[src/rtl/psi_pkg.sv]
// Shared definitions for the psi set loader: FSM states and width/offset helpers.
package psi_pkg;

    // LOAD collects beats; FULL presents the finished vector to psi.
    typedef enum logic {
        LOAD = 1'b0,
        FULL = 1'b1
    } state_t;

    // Index width for a range of x values: max(1, clog2(x)).
    function automatic int idx_width(input int x);
        return ($clog2(x) > 1) ? $clog2(x) : 1;
    endfunction

    // Bit offset of party p's slice inside the packed n*b vector.
    function automatic int slice_offset(input int p, input int b);
        return p * b;
    endfunction

endpackage

[src/rtl/psi_set_loader.sv]
// Collects (party, element) beats into per-party membership slices and hands
// the packed n*b vector to the psi stage once every party has closed its set.
module psi_set_loader
    import psi_pkg::*;
#(
    parameter int b = 10,
    parameter int n = 4,
    localparam int pw = idx_width(n),
    localparam int ew = idx_width(b)
) (
    input  logic            clk,
    input  logic            rst,
    input  logic            in_valid,
    output logic            in_ready,
    input  logic [pw-1:0]   in_party,
    input  logic [ew-1:0]   in_elem,
    input  logic            in_nodata,
    input  logic            in_last,
    output logic [n*b-1:0]  all_input,
    output logic            out_valid,
    input  logic            out_ready,
    output logic            err
);

    state_t           state;
    state_t           state_nxt;
    logic [n*b-1:0]   bits;
    logic [n*b-1:0]   bits_nxt;
    logic [n-1:0]     done;
    logic [n-1:0]     done_nxt;
    logic [n-1:0]     hit;
    logic             party_ok;
    logic             closed;
    logic             elem_ok;
    logic             accept;
    logic             err_set;

    // Handshake outputs come straight from the state register; in_ready is
    // also held low while reset is asserted.
    assign in_ready  = (state == LOAD) && !rst;
    assign out_valid = (state == FULL);
    assign all_input = bits;
    assign accept    = in_valid && in_ready;

    // One-hot decode of the beat's party and range checks on party/element.
    always_comb begin
        // NOTE: every variable written here gets a default first, so no latch
        // can be inferred on any path.
        hit = '0;
        for (int p = 0; p < n; p++) begin
            hit[p] = (int'(in_party) == p);
        end
        party_ok = |hit;
        closed   = |(hit & done);
        elem_ok  = (int'(in_elem) < b);
    end

    // Next-state, next-vector and error decision for the current cycle.
    always_comb begin
        state_nxt = state;
        bits_nxt  = bits;
        done_nxt  = done;
        err_set   = 1'b0;
        case (state)
            LOAD: begin
                if (accept) begin
                    if (!party_ok || closed) begin
                        // Unknown party or already-closed set: drop the whole beat.
                        err_set = 1'b1;
                    end else begin
                        if (!in_nodata) begin
                            if (elem_ok) begin
                                for (int p = 0; p < n; p++) begin
                                    for (int e = 0; e < b; e++) begin
                                        if (hit[p] && (int'(in_elem) == e)) begin
                                            bits_nxt[slice_offset(p, b) + e] = 1'b1;
                                        end
                                    end
                                end
                            end else begin
                                // Out-of-universe element is dropped; in_last still counts.
                                err_set = 1'b1;
                            end
                        end
                        if (in_last) begin
                            done_nxt = done | hit;
                        end
                    end
                end
                // The closing beat of this cycle already counts toward completion.
                if (&done_nxt) begin
                    state_nxt = FULL;
                end
            end
            FULL: begin
                if (out_ready) begin
                    state_nxt = LOAD;
                    bits_nxt  = '0;
                    done_nxt  = '0;
                end
            end
            default: begin
                state_nxt = LOAD;
            end
        endcase
    end

    // State register.
    always_ff @(posedge clk) begin
        // NOTE: sequential state uses non-blocking assignments so every flop
        // samples the pre-edge values regardless of statement order.
        if (rst) begin
            state <= LOAD;
        end else begin
            state <= state_nxt;
        end
    end

    // Membership register file, done mask and sticky error flag.
    always_ff @(posedge clk) begin
        // NOTE: the membership vector is plain flops, not a RAM, so it is
        // cleared by reset; a reset mid-round must discard partial sets.
        if (rst) begin
            bits <= '0;
            done <= '0;
            err  <= 1'b0;
        end else begin
            bits <= bits_nxt;
            done <= done_nxt;
            err  <= err | err_set;
        end
    end

endmodule

[config.mk]
export PLATFORM = sky130hd
export DESIGN_NAME = psi_set_loader
export DESIGN_NICKNAME = d
export VERILOG_FILES = /design/src/rtl/psi_pkg.sv /design/src/rtl/psi_set_loader.sv
export SDC_FILE = /design/constraint.sdc
export NUM_CORES = 1
export LEC_CHECK = 0
export ABC_CLOCK_PERIOD_IN_PS = 2060
export CORE_UTILIZATION = 47
export CTS_BUF_LIST = sky130_fd_sc_hd__clkbuf_8
export CTS_CLUSTER_DIAMETER = 200
export CTS_CLUSTER_SIZE = 25
export DETAILED_ROUTE_END_ITERATION = 8
export PLACE_DENSITY = 0.82
export RECOVER_POWER = 50
export SLEW_MARGIN = 15
export SYNTH_ARGS = -nofsm -noshare
export SYNTH_HDL_FRONTEND = slang
export SYNTH_SLANG_ARGS = --single-unit
[constraint.sdc]
create_clock -name clk -period 2.06 [get_ports clk]
set_input_delay 0.206 -clock clk [delete_from_list [all_inputs] [get_ports clk]]
set_output_delay 0.206 -clock clk [all_outputs]
set_load 0.02 [all_outputs]
==> impl_summary.txt, run 1 <==
----------------------------------------------------
[Run status]
  Status ... completed

[Timing]
  Final worst path period share ... approximately nine tenths
  Unrepaired setup endpoints after global routing ... no
  Minimum period implied by the final worst setup slack ... about 1900 ps
  Summed negative setup slack over all endpoints ... 0 ps
  Max_slew headroom ... roughly 66%
  Number of pins with negative max-slew slack in the final report ... 0
  Hold Fails Final Rpt ... 0
  Achievable clock frequency ... between 500 and 600 MHz
  Finish-stage setup viols ... 0
  Setup Skew ... 10.3 ps
  Min setup slack post-route ... slightly above 200 ps
  Transition time at the pin with the least slew margin ... between 500 and 600 ps

[Synthesis]
  Most common flop cell mapped by yosys ... sky130_fd_sc_hd__dfxtp_1
  Synthesized flop and latch total ... 46
  Async set or reset register ratio after synthesis ... 0%
  Post-synthesis share of cell area spent on full adders, half adders and majority gates ... 0%
  Cell types occupying the most area after synthesis ... sky130_fd_sc_hd__dfxtp_1, sky130_fd_sc_hd__nor2_1, sky130_fd_sc_hd__a31oi_1
  Number of synthesized flops with an enable pin ... 0
  Number of instances in the synthesized netlist ... ~180
  Mean area per synthesized cell ... 9.20 sq um
  Cell type contributing the most total cell area after synthesis ... sky130_fd_sc_hd__dfxtp_1
  Sequential fraction of the synthesis area ... a little over half
  Largest family of logic cells by synthesized area ... simple AND/OR/NAND/NOR gates
  Post-synth top area share ... between 50% and 60%
  Fraction of the mapped netlist area in compound gates ... 17.6%
  Number of synthesis warnings ... 0
  Synth Cell Area ... between 0.0015 and 0.002 sq mm
  Post-synthesis xor/xnor area fraction ... 0%
  Simple-Gate Fraction of Synth Area ... roughly 22%
  Syn nets ... around 200
  Multiplexer area fraction after synthesis ... between 1 and 1.5%
  Distinct cell type count of the synthesized netlist ... 30

[Detailed routing]
  Number of remaining DRC errors ... 0
  Overall routed net length ... around 4200 um
  Vias/cell ... 5.31
  Count of antenna-violating nets left after detailed routing ... 0
  1st-iter DRT viols ... 93
  Routed length per instance ... about 14 um
  Total vias in the final route ... ~1600
  Drt first pass iters ... 4

[Die]
  Die Height ... approximately 62 um
  Area enclosed by the die boundary ... 0.00382 sq mm
  Core Footprint ... about 0.0034 sq mm
  Initial core utilization ... 49.6%
  Ports ... 55
  Die span in x ... a little over 60 um
  Number of core rows ... 21

[Min path]
  Startpoint of the tightest hold check path ... err
  Hold Path Depth ... 2
  Min-Delay Endpoint ... err
  Path category of the worst min-delay check ... reg -> reg

[Final layout]
  Most frequent cells in the layout ... sky130_fd_sc_hd__nor2_1, sky130_fd_sc_hd__dfxtp_1, sky130_fd_sc_hd__dlygate4sd3_1, sky130_fd_sc_hd__a21oi_1, sky130_fd_sc_hd__a31oi_1
  Non-Filler Instances ... between 200 and 300
  Fraction of layout cells with a size suffix above 1 ... about 12%
  Final core area utilization ... slightly above 70%
  Most frequent standard cell in the layout excluding fill and tap cells ... sky130_fd_sc_hd__nor2_1
  Signed area change from the synthesized netlist to the final layout ... 45.1%
  Post-route cell area ... about 0.0024 sq mm
  Count of nets after finishing ... approximately 260
  Antenna diode instance count ... 0

[Global routing]
  GR Util All Layers ... between 20% and 30%
  Number of antenna violations at the first check in global routing ... 0
  Global-route wire length before repair ... ~6600 um
  Met2 usage in global routing ... 36.4%
  Total grt overflow ... 0
  Met3 capacity usage during global routing ... under 10%
  Largest net degree at the start of global routing ... 28
  Vias in the first global route ... 1364
  Met1 track demand over resource ... around 34%
  Routing layer with the top usage in global route ... met2

[Clock network]
  Setup fix buffers added after clock tree synthesis ... 0
  Number of buffers created by CTS ... 5
  Total clock sinks ... 46
  Clock edge transition at the registers on the reported setup and hold paths ... ~90 ps
  Count of hold buffers inserted by post-cts repair ... 0
  Longest Clk Path Bufs ... 2
  Post-CTS resize count ... 0
  Clock insertion delay at the later pin of the skew report ... just over 300 ps
  CTS tree ... built
  Root buffer selected by CTS ... sky130_fd_sc_hd__clkbuf_8
  Clock H-tree levels ... 2

[Pwr]
  Static power due to leakage ... around 1.0 nW
  IR drop worst, VDD ... roughly 530 uV
  Total power divided by cell area ... approximately 650 mW/mm^2

[Critical path]
  Critical path data arrival time ... ~1700 ps
  Internal reg-to-reg setup slack ... between 300 and 400 ps
  Critical path data required time ... between 1500 and 2000 ps
  Crit start category ... input port
  Worst R2R Start ... out_valid
  Critical path capture point type ... primary output
  Worst-case reg-to-reg path depth ... 5
  Destination of the worst register-to-register timing path ... all_input[21]
  Maximum fanout along the worst path ... 4
  Start-to-end type of the worst setup path ... in -> out

[Run]
  Max-cap violation count ... 0

[Placed design]
  Pre-CTS setup slack ... approximately 130 ps
  Last weighted congestion value of the routability-driven placer ... 0.876
  Area after DPL ... between 0.002 and 0.0025 sq mm
  Cells after DPL ... 289
  DPL Wire Length ... roughly 3000 um
  Port-buffer cells ... 54

----------------------------------------------------
worst max-delay path by stage:
stage | from | end | slack [ps] | cells past startpoint
2_1_floorplan | out_valid | all_input[20] | 410 | 4
3_3_place_gp | rst | all_input[26] | 190 | 6
3_5_place_dp | rst | all_input[21] | 130 | 6
4_1_cts | rst | in_ready | 330 | 4
5_1_grt | rst | in_ready | 130 | 4
6_report | rst | in_ready | 200 | 4
logic make-up (layout without fill, tap and decap cells):
logic type             after synthesis  count (layout)
AOI/OAI and AO/OA                   50              50
buffers and inverters               12              80
and+or+nand+nor                     74              74
DFF                                 46              46
muxes                                1               1
worst max-delay path, stage by stage:
cell	delay (ps)
sky130_fd_sc_hd__dlygate4sd3_1	550
sky130_fd_sc_hd__buf_4	150
sky130_fd_sc_hd__nor2_1	120
sky130_fd_sc_hd__clkdlybuf4s50_1	620
power by group:
group          switching, mW  internal [mW]
clock network          0.321          0.245
logic                 0.0716         0.0552
registers            0.00348          0.892
total                  0.396           1.19
final cells by class:
class                   count  area (sq um)
fillers                   252           948
flip-flops and latches     46           921
multi-input cells         125           692
repair buffers             69           666
clock buffers               5          68.8
well taps                  46          57.6
clock inverters             3          25.0
inverters                   3          11.3
cells in the mapped netlist (3+ instances only):
master,instances
sky130_fd_sc_hd__clkbuf_1,3
sky130_fd_sc_hd__nor3_1,6
sky130_fd_sc_hd__buf_2,3
sky130_fd_sc_hd__nand2_1,3
sky130_fd_sc_hd__a31oi_1,21
sky130_fd_sc_hd__inv_1,3
sky130_fd_sc_hd__nand2b_1,5
sky130_fd_sc_hd__a21oi_1,22
sky130_fd_sc_hd__nor2_1,51
sky130_fd_sc_hd__dfxtp_1,46
through the flow:
stage / power [mW] / hold slack, ps
after floorplan: 0.984 / 320
after global placement: 1.04 / 449
after detailed placement: 1.04 / 458
after CTS: 1.60 / 472
after global routing: 1.64 / 493
final: 1.59 / 465
sequential cells by signal, summed over array words and instances, names as in the netlist:
register,flops
out_valid,1
all_input,40
done,4
err,1
per-layer routing:
layer,part of all wire (%),vias up
li1,-,778
met1,47,746
met2,46,46
met3,4.4,8
met4,2.3,0
met5,0,-
No activity file was read; power rests on OpenSTA's default activity.
==> run 2, diff against run 1 <==
- ABC_CLOCK_PERIOD_IN_PS: 2060 -> 2000
- PLACE_DENSITY: 0.82 -> 0.9
- clock period: 2.06 -> 2 ns (I/O delays scaled with it)
==> impl_summary.txt, run 2 (synthesized netlist as in run 1, its figures left out) <==
----------------------------------------------------
[Timing]
  Number of pins with negative max-slew slack in the final report ... 0 (unchanged)
  Finish-stage setup viols ... 0 (unchanged)
  Max_slew headroom ... 43.9% (-22 points)
  Minimum period implied by the final worst setup slack ... 1720 ps
  Setup Skew ... 5.78 ps (-4.48 ps)
  Achievable clock frequency ... ~580 MHz
  Summed negative setup slack over all endpoints ... 0 ps (unchanged)
  Hold Fails Final Rpt ... 0 (unchanged)
  Unrepaired setup endpoints after global routing ... no
  Transition time at the pin with the least slew margin ... 841 ps (+328 ps)
  Final worst path period share ... a little under nine tenths

[Critical path]
  Worst R2R Start ... out_valid
  Internal reg-to-reg setup slack ... 330 ps (-30 ps)
  Slowest cell on the critical path ... sky130_fd_sc_hd__clkdlybuf4s50_1
  Critical path data arrival time ... 1520 ps (-130 ps)
  Destination of the worst register-to-register timing path ... all_input[3]
  Critical path capture point type ... primary output
  Cells along the critical path ... clkdlybuf4s50_1 > buf_4 > nor2_1 > clkdlybuf4s50_1
  Start-to-end type of the worst setup path ... in -> out
  Critical path depth ... 4 (unchanged)
  Critical path data required time ... 1800 ps (-50 ps)
  Crit start category ... input port
  Most Frequent Cell on Critical Path ... sky130_fd_sc_hd__clkdlybuf4s50_1
  Maximum fanout along the worst path ... 4 (unchanged)
  Critical Path Max Stage Delay ... 620 ps (about the same)
  Worst path bufs/invs ... 3 (unchanged)
  Worst setup path end ... in_ready
  Worst-case reg-to-reg path depth ... 3 (-2)
  Launch point of the critical path ... rst
  Family of cells with the greatest summed delay on the critical path ... buffers and inverters

[Global routing]
  Number of antenna violations at the first check in global routing ... 0 (unchanged)
  Global-route wire length before repair ... 6600 um (+0.53%)
  Largest net degree at the start of global routing ... 28 (unchanged)
  GR Util All Layers ... 23.9% (-0.39 points)
  Vias in the first global route ... 1424 (+4.4%)
  Total grt overflow ... 0 (unchanged)

[Placed design]
  Last weighted congestion value of the routability-driven placer ... 0.841 (-4.0%)
  Area after DPL ... 0.00235 sq mm (+0.11%)
  Port-buffer cells ... 54 (unchanged)
  DPL Wire Length ... 3040 um (+2.7%)

[Clock network]
  Clock insertion delay at the later pin of the skew report ... 300 ps (about the same)
  Setup fix buffers added after clock tree synthesis ... 0 (unchanged)
  Post-CTS resize count ... 0 (unchanged)
  Longest Clk Path Bufs ... 2 (unchanged)
  Number of buffers created by CTS ... 5 (unchanged)
  Root buffer selected by CTS ... sky130_fd_sc_hd__clkbuf_8
  Count of hold buffers inserted by post-cts repair ... 0 (unchanged)
  Clock edge transition at the registers on the reported setup and hold paths ... 80 ps (about the same)
  CTS tree ... built
  Total clock sinks ... 46 (unchanged)
  Clock H-tree levels ... 2 (unchanged)

[Pwr]
  Static power due to leakage ... 1.07 nW (+1.6%)
  Pwr Total ... 1.74 mW (+9.2%)
  Proportion of power drawn by flip-flops and latches ... 53.2% (-3.2 points)
  Cell internal pwr ... 1.35 mW (+13%)
  Net Sw Power ... 386 uW (-2.7%)
  Power share of the clock group ... 39.4% (+3.8 points)
  Share of total power in combinational logic ... 7.5% (-0.5 points)
  IR drop worst, VDD ... 538 uV (+2.5%)
  Total power divided by cell area ... 705 mW/mm^2 (+8.3%)
  Net switching fraction of the power ... 22.2% (-2.7 points)

[Die]
  Ports ... 55 (unchanged)
  Core Footprint ... 0.00339 sq mm (unchanged)
  Initial core utilization ... 49.6% (unchanged)
  Die span in x ... 61.8 um (unchanged)
  Area enclosed by the die boundary ... 0.00382 sq mm (unchanged)
  Number of core rows ... 21 (unchanged)
  Die Height ... 61.8 um (unchanged)

[Final layout]
  Post-route cell area ... 0.00246 sq mm (+0.82%)
  Fraction of layout cells with a size suffix above 1 ... 11.9% (+0.30 points)
  Most frequent standard cell in the layout excluding fill and tap cells ... sky130_fd_sc_hd__nor2_1
  Fillcell total ... 245 (-2.8%)
  Most frequent cells in the layout ... sky130_fd_sc_hd__nor2_1, sky130_fd_sc_hd__dfxtp_1, sky130_fd_sc_hd__dlygate4sd3_1, sky130_fd_sc_hd__a21oi_1, sky130_fd_sc_hd__a31oi_1
  Signed area change from the synthesized netlist to the final layout ... 46.2%
  Flip-flop count of the largest register after layout ... 40 (unchanged)
  Count of nets after finishing ... 264 (+0.76%)
  Antenna diode instance count ... 0 (unchanged)

[Detailed routing]
  Vias/cell ... 5.43 (+2.3%)
  1st-iter DRT viols ... 113 (+22%)
  Count of antenna-violating nets left after detailed routing ... 0 (unchanged)
  Total vias in the final route ... 1625 (+3.0%)
  Overall routed net length ... 4280 um (+1.6%)
  Routed length per instance ... 14.3 um (+0.93%)
  Number of remaining DRC errors ... 0 (unchanged)
  Drt first pass iters ... 4 (unchanged)

[Run status]
  Status ... completed

[Run]
  Max-cap violation count ... 0 (unchanged)

[Min path]
  Path category of the worst min-delay check ... reg -> reg

----------------------------------------------------
-- run 2: worst min-delay path, delay by kind of cell (launching register included) --
family / cells / cell delay [ps]
AND/OR/NAND/NOR: 1 / 70
AO/OA/AOI/OAI: 1 / 40
flip-flops: 1 / 330
-- run 2: how the worst min path moves through the flow --
| stage | from | to | slack, ps | depth (start not counted) |
|---|---|---|---|---|
| after detailed placement | all_input[35] | all_input[35] | 460 | 2 |
| final | all_input[6] | all_input[6] | 470 | 2 |
| after CTS | all_input[6] | all_input[6] | 480 | 2 |
| after global placement | all_input[6] | all_input[6] | 450 | 2 |
| after global routing | all_input[21] | all_input[21] | 500 | 2 |
| after floorplan | rst | err | 310 | 1 |
-- run 2: power groups by stage --
stage / sequential, mW / clock, mW / combinational [mW]
global route: 0.924 / 0.745 / 0.138
detailed placement: 0.945 / 0 / 0.128
floorplan: 0.947 / 0 / 0.0664
finish: 0.923 / 0.683 / 0.129
global placement: 0.944 / 0 / 0.127
CTS: 0.923 / 0.694 / 0.129
-- run 2: cell type report --
type | instances | area (sq um) | share of cell area, %
sequential | 46 | 921 | 37.4
clock buffer | 5 | 68.8 | 2.80
timing repair buffer | 71 | 668 | 27.1
clock inverter | 3 | 43.8 | 1.78
multi-input combinational | 125 | 691 | 28.1
tap | 46 | 57.6 | 2.34
inverter | 3 | 11.3 | 0.458
-- run 2: per-stage QoR --
stage	cells	utilization (%)	hold WS (ps)	setup WS, ps
CTS	299	72.6	478	269
floorplan	183	-	314	349
finish	299	72.6	466	276
global route	299	72.6	495	224
global placement	291	69.3	449	133
detailed placement	291	69.3	459	98.6
-- run 2: layer usage --
layer / track usage [%] / share of wire [%] / vias to the layer above
li1: - / - / 780
met1: 32.4 / 44 / 759
met2: 37.0 / 47 / 84
met3: 5.80 / 8.3 / 2
met4: 8.89 / 0.28 / 0
met5: 0 / 0 / -
==> run 3, diff against run 2 <==
- ABC_CLOCK_PERIOD_IN_PS: 2000 -> 1500
- CAP_MARGIN: default -> 25
- CORE_UTILIZATION: 47 -> 42
- PLACE_DENSITY: 0.9 -> 0.85
- clock period: 2 -> 1.5 ns (I/O delays scaled with it)
==> impl_summary.txt, run 3 (synthesized netlist as in run 1, its figures left out) <==
----------------------------------------------------
[Clock network]
  Clock H-tree levels ... 2 (unchanged)
  Number of buffers created by CTS ... 5 (unchanged)
  Root buffer selected by CTS ... sky130_fd_sc_hd__clkbuf_8
  CTS tree ... built
  Clock insertion delay at the later pin of the skew report ... 300 ps (about the same)
  Clock edge transition at the registers on the reported setup and hold paths ... 80 ps (about the same)
  Longest Clk Path Bufs ... 2 (unchanged)
  Count of hold buffers inserted by post-cts repair ... 0 (unchanged)
  Total clock sinks ... 46 (unchanged)

[Timing]
  Setup Skew ... 7.98 ps (+2.20 ps)
  Final worst path period share ... 108%
  Max_slew headroom ... 72.2% (+28 points)
  Minimum period implied by the final worst setup slack ... 1630 ps
  Summed negative setup slack over all endpoints ... -768 ps (-768 ps)
  Finish-stage setup viols ... 13 (+13)
  Unrepaired setup endpoints after global routing ... yes
  Achievable clock frequency ... a little over 600 MHz
  Hold Worst Slack ... 467 ps (+0.433 ps)
  Hold Fails Final Rpt ... 0 (unchanged)
  Number of pins with negative max-slew slack in the final report ... 0 (unchanged)
  Transition time at the pin with the least slew margin ... 413 ps (-428 ps)
  Min setup slack post-route ... -127 ps (-403 ps)

[Global routing]
  Largest net degree at the start of global routing ... 31 (+11%)
  GR Util All Layers ... 22.5% (-1.4 points)
  Global-route wire length before repair ... 7090 um (+7.5%)
  Total grt overflow ... 0 (unchanged)
  Vias in the first global route ... 1539 (+8.1%)
  Number of antenna violations at the first check in global routing ... 0 (unchanged)

[Detailed routing]
  Number of remaining DRC errors ... 0 (unchanged)
  Routed length per instance ... 14.6 um (+2.0%)
  Count of antenna-violating nets left after detailed routing ... 0 (unchanged)
  Total vias in the final route ... 1704 (+4.9%)
  1st-iter DRT viols ... 127 (+12%)
  Vias/cell ... 5.33 (-2.0%)
  Drt first pass iters ... 4 (unchanged)
  Overall routed net length ... 4680 um (+9.2%)

[Critical path]
  Worst-case reg-to-reg path depth ... 5 (+2)
  Critical path capture point type ... register
  Critical path data required time ... 1740 ps (-60 ps)
  Start-to-end type of the worst setup path ... in -> reg
  Critical path data arrival time ... 1870 ps (+350 ps)
  Crit start category ... input port
  Maximum fanout along the worst path ... 5 (+1)

[Pwr]
  Total power divided by cell area ... 880 mW/mm^2 (+25%)
  IR drop worst, VDD ... 529 uV (-1.8%)
  Pwr Total ... 2.32 mW (+34%)
  Static power due to leakage ... 1.04 nW (-2.7%)

[Final layout]
  Antenna diode instance count ... 0 (unchanged)
  Fraction of layout cells with a size suffix above 1 ... 21.0% (+9.1 points)
  Final core area utilization ... 70.5% (-2.1 points)
  Flip-flop count of the largest register after layout ... 40 (unchanged)
  Signed area change from the synthesized netlist to the final layout ... 56.9%
  Non-Filler Instances ... 320 (+7.0%)
  Count of nets after finishing ... 283 (+7.2%)
  Post-route cell area ... 0.00264 sq mm (+7.3%)
  Most frequent cells in the layout ... sky130_fd_sc_hd__nor2_1, sky130_fd_sc_hd__clkdlybuf4s50_1, sky130_fd_sc_hd__dfxtp_1, sky130_fd_sc_hd__buf_4, sky130_fd_sc_hd__a31oi_1

[Run status]
  Status ... complete, but fails checks
  Violated checks ... negative setup slack

[Die]
  Core Footprint ... 0.00374 sq mm (+10%)
  Die span in x ... 65.3 um (+5.6%)
  Die Height ... 65.3 um (+5.6%)
  Initial core utilization ... 45.0% (-4.7 points)
  Ports ... 55 (unchanged)
  Number of core rows ... 22 (+4.8%)
  Area enclosed by the die boundary ... 0.00426 sq mm (+12%)

[Placed design]
  DPL Wire Length ... 3210 um (+5.3%)
  Area after DPL ... 0.00248 sq mm (+5.7%)
  Port-buffer cells ... 54 (unchanged)
  Pre-CTS setup slack ... -395 ps (-493 ps)
  Cells after DPL ... 310 (+6.5%)
  Last weighted congestion value of the routability-driven placer ... 0.827 (-1.6%)

[Min path]
  Path category of the worst min-delay check ... reg -> reg
  Hold Path Depth ... 2 (unchanged)

[Run]
  Max-cap violation count ... 0 (unchanged)

----------------------------------------------------
-- run 3: worst paths after layout --
check	startpoint	end	slack (ps)
worst max register to register	out_valid	all_input[20]	-120
worst max-delay path	in_nodata	all_input[20]	-130
worst min-delay path	err	err	470
worst min register to register	err	err	470
-- run 3: area by class of cell --
cell class,count,area [sq um]
Clock buffer,5,68.8
Clock inverter,3,41.3
Fill cell,302,1100
Inverter,3,11.3
Multi-Input combinational cell,125,718
Sequential cell,46,925
Tap cell,48,60.1
Timing Repair Buffer,90,816
-- run 3: repair_timing --
action,CTS,global route
resized for setup,6,7
buffers inserted,0,0
setup endpoints to repair,23,39
pin swaps,2,6
gates cloned,1,1
-- run 3: critical path, cell delays in order --
cell and delay (ps):
sky130_fd_sc_hd__clkdlybuf4s50_1 440, sky130_fd_sc_hd__or4b_4 590, sky130_fd_sc_hd__nor4b_4 310, sky130_fd_sc_hd__buf_4 200
sky130_fd_sc_hd__a21oi_1 70, sky130_fd_sc_hd__nor2_1 100
-- run 3: power breakdown --
group	internal (mW)	switching, mW
Sequential	1.22	0.00497
Combinational	0.0946	0.106
Clock	0.490	0.404
Total	1.81	0.515
-- run 3: routing by layer --
metal	vias to the layer above	part of all wire, %	GRT usage [%]
met5	-	0	0
met4	0	1.7	11.1
met2	59	48	35.1
met3	6	6.1	7.81
li1	817	-	-
met1	822	45	27.6
